[src/rtl/uart_tx_feeder.sv]
// Byte FIFO plus write/acknowledge sequencer feeding the UART transmitter.
// Writes are retried on a missing busy acknowledge; queued bytes are never lost.
//
// state | meaning
// IDLE  | waiting for a queued byte and an idle transmitter
// ISSUE | Tx_WR high for exactly one cycle
// ACK   | waiting for Tx_BUSY to rise; timer counts toward a re-issue
// DRAIN | transmitter busy with the byte; waiting for Tx_BUSY to fall
// GAP   | idle spacing before the next write
module uart_tx_feeder #(
  parameter int DEPTH       = 4,
  parameter int ACK_TIMEOUT = 16,
  parameter int GAP_CYCLES  = 0,
  localparam int AW         = $clog2(DEPTH)
) (
  input  logic          clk,
  input  logic          reset,
  input  logic          wr_en,
  input  logic [7:0]    wr_data,
  input  logic          clear_ovf,
  input  logic          Tx_BUSY,
  output logic [7:0]    Tx_DATA,
  output logic          Tx_WR,
  output logic          fifo_full,
  output logic          fifo_empty,
  output logic [AW:0]   fifo_count,
  output logic          overflow,
  output logic          tx_timeout
);

  localparam int TMAX = (ACK_TIMEOUT > GAP_CYCLES) ? ACK_TIMEOUT : GAP_CYCLES;
  localparam int TW   = $clog2(TMAX + 1);
  localparam logic [TW-1:0] ACK_LOAD = TW'(ACK_TIMEOUT - 1);
  localparam logic [TW-1:0] GAP_LOAD = TW'((GAP_CYCLES > 0) ? GAP_CYCLES - 1 : 0);

  typedef enum logic [2:0] {IDLE, ISSUE, ACK, DRAIN, GAP} state_t;

  state_t         state, state_nxt;
  logic [7:0]     mem [DEPTH];
  logic [AW-1:0]  rd_ptr, wr_ptr;
  logic [TW-1:0]  timer, timer_nxt;
  logic           push, pop, load, tx_wr_nxt, timeout_nxt;

  assign fifo_full  = (fifo_count == (AW+1)'(DEPTH));
  assign fifo_empty = (fifo_count == '0);
  // Full is judged on the registered count, so a pop in the same cycle does not admit a push.
  assign push       = wr_en && !fifo_full;

  always_ff @(posedge clk or negedge reset) begin
    if (!reset) state <= IDLE;
    else        state <= state_nxt;
  end

  always_comb begin
    state_nxt = state;
    case (state)
      IDLE:    if (!fifo_empty && !Tx_BUSY) state_nxt = ISSUE;
      ISSUE:   state_nxt = ACK;
      ACK: begin
        if (Tx_BUSY)          state_nxt = DRAIN;
        else if (timer == '0) state_nxt = ISSUE;
      end
      DRAIN:   if (!Tx_BUSY) state_nxt = (GAP_CYCLES > 0) ? GAP : IDLE;
      GAP:     if (timer == '0) state_nxt = IDLE;
      default: state_nxt = IDLE;
    endcase
  end

  always_comb begin
    load        = 1'b0;
    tx_wr_nxt   = 1'b0;
    pop         = 1'b0;
    timeout_nxt = 1'b0;
    timer_nxt   = timer;
    case (state)
      IDLE: if (!fifo_empty && !Tx_BUSY) begin
        load      = 1'b1;
        tx_wr_nxt = 1'b1;
      end
      ISSUE: timer_nxt = ACK_LOAD;
      ACK: begin
        if (Tx_BUSY) pop = 1'b1;
        else if (timer == '0) begin
          timeout_nxt = 1'b1;
          tx_wr_nxt   = 1'b1;
        end else timer_nxt = timer - 1'b1;
      end
      DRAIN: if (!Tx_BUSY) timer_nxt = GAP_LOAD;
      GAP:   if (timer != '0) timer_nxt = timer - 1'b1;
      default: ;
    endcase
  end

  always_ff @(posedge clk) begin
    if (push) mem[wr_ptr] <= wr_data;
  end

  always_ff @(posedge clk or negedge reset) begin
    if (!reset) begin
      rd_ptr     <= '0;
      wr_ptr     <= '0;
      fifo_count <= '0;
      overflow   <= 1'b0;
      Tx_DATA    <= 8'h00;
      Tx_WR      <= 1'b0;
      tx_timeout <= 1'b0;
      timer      <= '0;
    end else begin
      if (push) wr_ptr <= wr_ptr + 1'b1;
      if (pop)  rd_ptr <= rd_ptr + 1'b1;
      case ({push, pop})
        2'b10:   fifo_count <= fifo_count + 1'b1;
        2'b01:   fifo_count <= fifo_count - 1'b1;
        default: fifo_count <= fifo_count;
      endcase
      if (wr_en && fifo_full) overflow <= 1'b1;
      else if (clear_ovf)     overflow <= 1'b0;
      if (load) Tx_DATA <= mem[rd_ptr];
      Tx_WR      <= tx_wr_nxt;
      tx_timeout <= timeout_nxt;
      timer      <= timer_nxt;
    end
  end

endmodule
[config.mk]
export PLATFORM = sky130hd
export DESIGN_NAME = uart_tx_feeder
export DESIGN_NICKNAME = d
export VERILOG_FILES = /design/src/rtl/uart_tx_feeder.sv
export SDC_FILE = /design/constraint.sdc
export NUM_CORES = 1
export LEC_CHECK = 0
export CAP_MARGIN = 5
export CORE_MARGIN = 5
export CORE_UTILIZATION = 40
export CTS_CLUSTER_SIZE = 40
export DETAILED_ROUTE_END_ITERATION = 12
export PLACE_DENSITY = 0.59
export SYNTH_ARGS = -nofsm -noshare
export SYNTH_HDL_FRONTEND = slang
export SYNTH_SLANG_ARGS = --single-unit
[constraint.sdc]
create_clock -name clk -period 2.6 [get_ports clk]
set_input_delay 0.52 -clock clk [delete_from_list [all_inputs] [get_ports clk]]
set_output_delay 0.52 -clock clk [all_outputs]
set_load 0.01 [all_outputs]
==> out/metrics.csv <==
stage,metric,value,unit
run_status,status,"complete, no violations",
place,gp_congestion,0.697,
clock_tree,clock_path_buffers,2,
place,port_buffers,28,
hold_path,hp-class,register to register,
yosys,synthDistinctLibCells,37,
clock_tree,holdBufCountCts,0,
routing,detail_route.wl_per_cell,16.0,um
pwr,p_per_area,1140,mW/mm^2
yosys,netlist_instances,154,
setup_path,r2r_cells,9,
pwr,combPwrFrac,30.7,%
floorplan,core-area,0.00592,sq mm
yosys,synthAdderAreaFrac,3.92,%
yosys,synth_fp_nets,174,
global_route,grt.overflow.total,0,
clock_tree,cts_sinks,57,
global_route,grt_usage,13.0,%
yosys,yosysTopAreaCell,edfxtp_1,
global_route,grt_pass1_wl,7230,um
yosys,synthFlopType,edfxtp_1,
yosys,synth_edf_count,32,
sta,finalClockSkew,0.00787,ns
routing,vias,1361,
clock_tree,post_cts_buffers,0,
yosys,synth_xor_area_share,2.17,%
yosys,synth_common_cells,"edfxtp_1, dfrtp_1, inv_1, mux4_2",
sta,setup_tns,0,ns
yosys,ys_warn_count,0,
floorplan,start_util,40.9,%
yosys,synth_compound_area_share,4.08,%
setup_path,cp-end-kind,primary output,
routing,drt_iter0_drc,78,
setup_path,arrival,1.72,ns
yosys,synth_area_per_cell,15.7,sq um
yosys,synth_mux_area_share,12.8,%
yosys,synth_seq_cells,57,
pwr,p_total,3390,uW
yosys,yosys-top-cells-area,"edfxtp_1, dfrtp_1, mux4_2",
yosys,synth_top_family_by_area,multiplexers,
routing,dr.pass1.iters,4,
sta,drv_slew,0,
floorplan,num_io_pins,29,
sta,fin_crit_sh,86.3,%
floorplan,die_x,87.8,um
cells_and_area,antennaDiodeCount,0,
place,dpl.hpwl,2940,um
global_route,grt_pass1_vias,1482,
sta,finalCriticalPeriod,2.24,ns
cells_and_area,area_growth,23.1,%
sta,max-slew-margin-rel,58.4,%
setup_path,crit_type,register to primary output,
routing,viasPerCell,5.06,
floorplan,dieArea,0.00772,sq mm
setup_path,cp.required,2.08,ns
setup_path,startpoint_type,register,
yosys,ys_seq_area_share,65.5,%
yosys,synth_area,0.00242,sq mm
hold_path,whs_path_depth,1,
clock_tree,cts_tree,built,
routing,wl,4300,um
sta,hold_viol_final,0,
sta,max_clock_freq,446,MHz
yosys,synthMostInstantiatedCell,edfxtp_1,
cells_and_area,layout-drive-gt1-share,18.6,%
clock_tree,clock-root-buffer,clkbuf_8,
pwr,clockPowerShare,23.9,%
clock_tree,htree_levels,3,
yosys,yosys.area_share.simple,8.42,%
floorplan,rows,28,
clock_tree,clk_latency,0.33,ns
pwr,p_switching,1030,uW
floorplan,die_y,87.8,um
sta,setup_viol,0,
cells_and_area,nets,209,
yosys,synth_top_area_share,39.6,%
global_route,antenna_found_initial,0,
pwr,power.leakage,0.00115,uW
job,drv_cap,0,
routing,antenna_left,0,
setup_path,crit_fanout,6,
yosys,async_flop_share,43.9,%
pwr,swShare,30.3,%
sta,tightest_slew,0.624,ns
global_route,grt_max_degree,26,
pwr,max-vdd-ir-drop,0.442,mV
pwr,p_seq_share,45.4,%
clock_tree,numCtsBuffers,9,
routing,drc,0,
cells_and_area,n_fill_cell,500,
clock_tree,cts_resized,0,
pwr,p_int,2360,uW
clock_tree,clk_pin_slew_worst_paths,0.06,ns
sta,rsz0062_at_grt,false,
## final timing paths
check | start | to | slack [ns]
max | fifo_count[0] | fifo_full | 0.36
min | Tx_DATA[7] | Tx_DATA[7] | 0.51
max reg2reg | fifo_count[0] | fifo_count[2] | 0.53
min reg2reg | Tx_DATA[7] | Tx_DATA[7] | 0.51
max in group asynchronous | reset | fifo_count[1] | 1.77
min in group asynchronous | reset | Tx_DATA[2] | 0.56
## power groups by stage
stage / logic [uW] / registers [uW] / clock network (uW)
final: 1040 / 1540 / 811
after global routing: 1160 / 1590 / 876
after CTS: 1070 / 1550 / 834
after detailed placement: 1060 / 1560 / 0
after global placement: 1030 / 1540 / 0
after floorplan: 732 / 1450 / 0
## layout make-up
cell class / instances / area (sq um) / area share [%]
Clock inverter: 3 / 40.0 / 1.34
Sequential cell: 57 / 1590 / 53.2
Clock buffer: 13 / 159 / 5.33
Tap cell: 75 / 93.8 / 3.15
Multi-Input combinational cell: 79 / 759 / 25.5
Timing Repair Buffer: 31 / 303 / 10.2
Inverter: 11 / 41.3 / 1.38
## registers in the layout (all words and copies together), names as in the netlist, 2 cells and up
register,cells
timer,5
wr_ptr,2
mem,32
fifo_count,3
Tx_DATA,8
rd_ptr,2
state,2
## per-stage QoR
step / cells / hold slack [ns] / area, sq um / worst slack (ns) / util, %
after global placement: 253 / 0.491 / 2780 / 0.239 / 47.0
final: 269 / 0.514 / 2980 / 0.357 / 50.4
after detailed placement: 253 / 0.503 / 2780 / 0.210 / 47.0
after floorplan: 154 / 0.224 / 2420 / 0.380 / -
after global routing: 269 / 0.540 / 2980 / 0.225 / 50.4
after CTS: 269 / 0.518 / 2980 / 0.318 / 50.4
## cell families (layout without fill, tap and decap cells)
family                   after synthesis  count (layout)
XOR/XNOR                               6               6
adder cells (fa/ha/maj)                7               7
AND/OR/NAND/NOR                       34              34
multiplexers                          19              19
flip-flops                            57              57
AO/OA/AOI/OAI                         13              13
buffers and inverters                 18              58
## routing by layer
layer	vias to the layer above	track usage [%]	part of all wire, %
li1	638	-	-
met1	682	16.0	45
met2	32	20.1	48
met3	9	3.86	5.0
met4	0	7.95	2.7
met5	-	0	0
## cells in the final DEF (no fill, tap or decap), drive strengths merged, types with 4 or more instances in the layout
| cell | count |
|---|---|
| clkdlybuf4s50 | 28 |
| edfxtp | 32 |
| and2 | 5 |
| nand2 | 7 |
| mux2 | 9 |
| dfrtp | 25 |
| nor2 | 4 |
| ha | 6 |
| clkbuf | 13 |
| mux4 | 8 |
| o21ai | 5 |
| inv | 11 |
## worst max-delay path, cell delays in order, from the launching register on
cell             delay (ns)
dfrtp_1                0.45
nor3b_1                0.34
clkdlybuf4s50_1        0.61
Note: power is estimated with default switching activity, not from simulation.
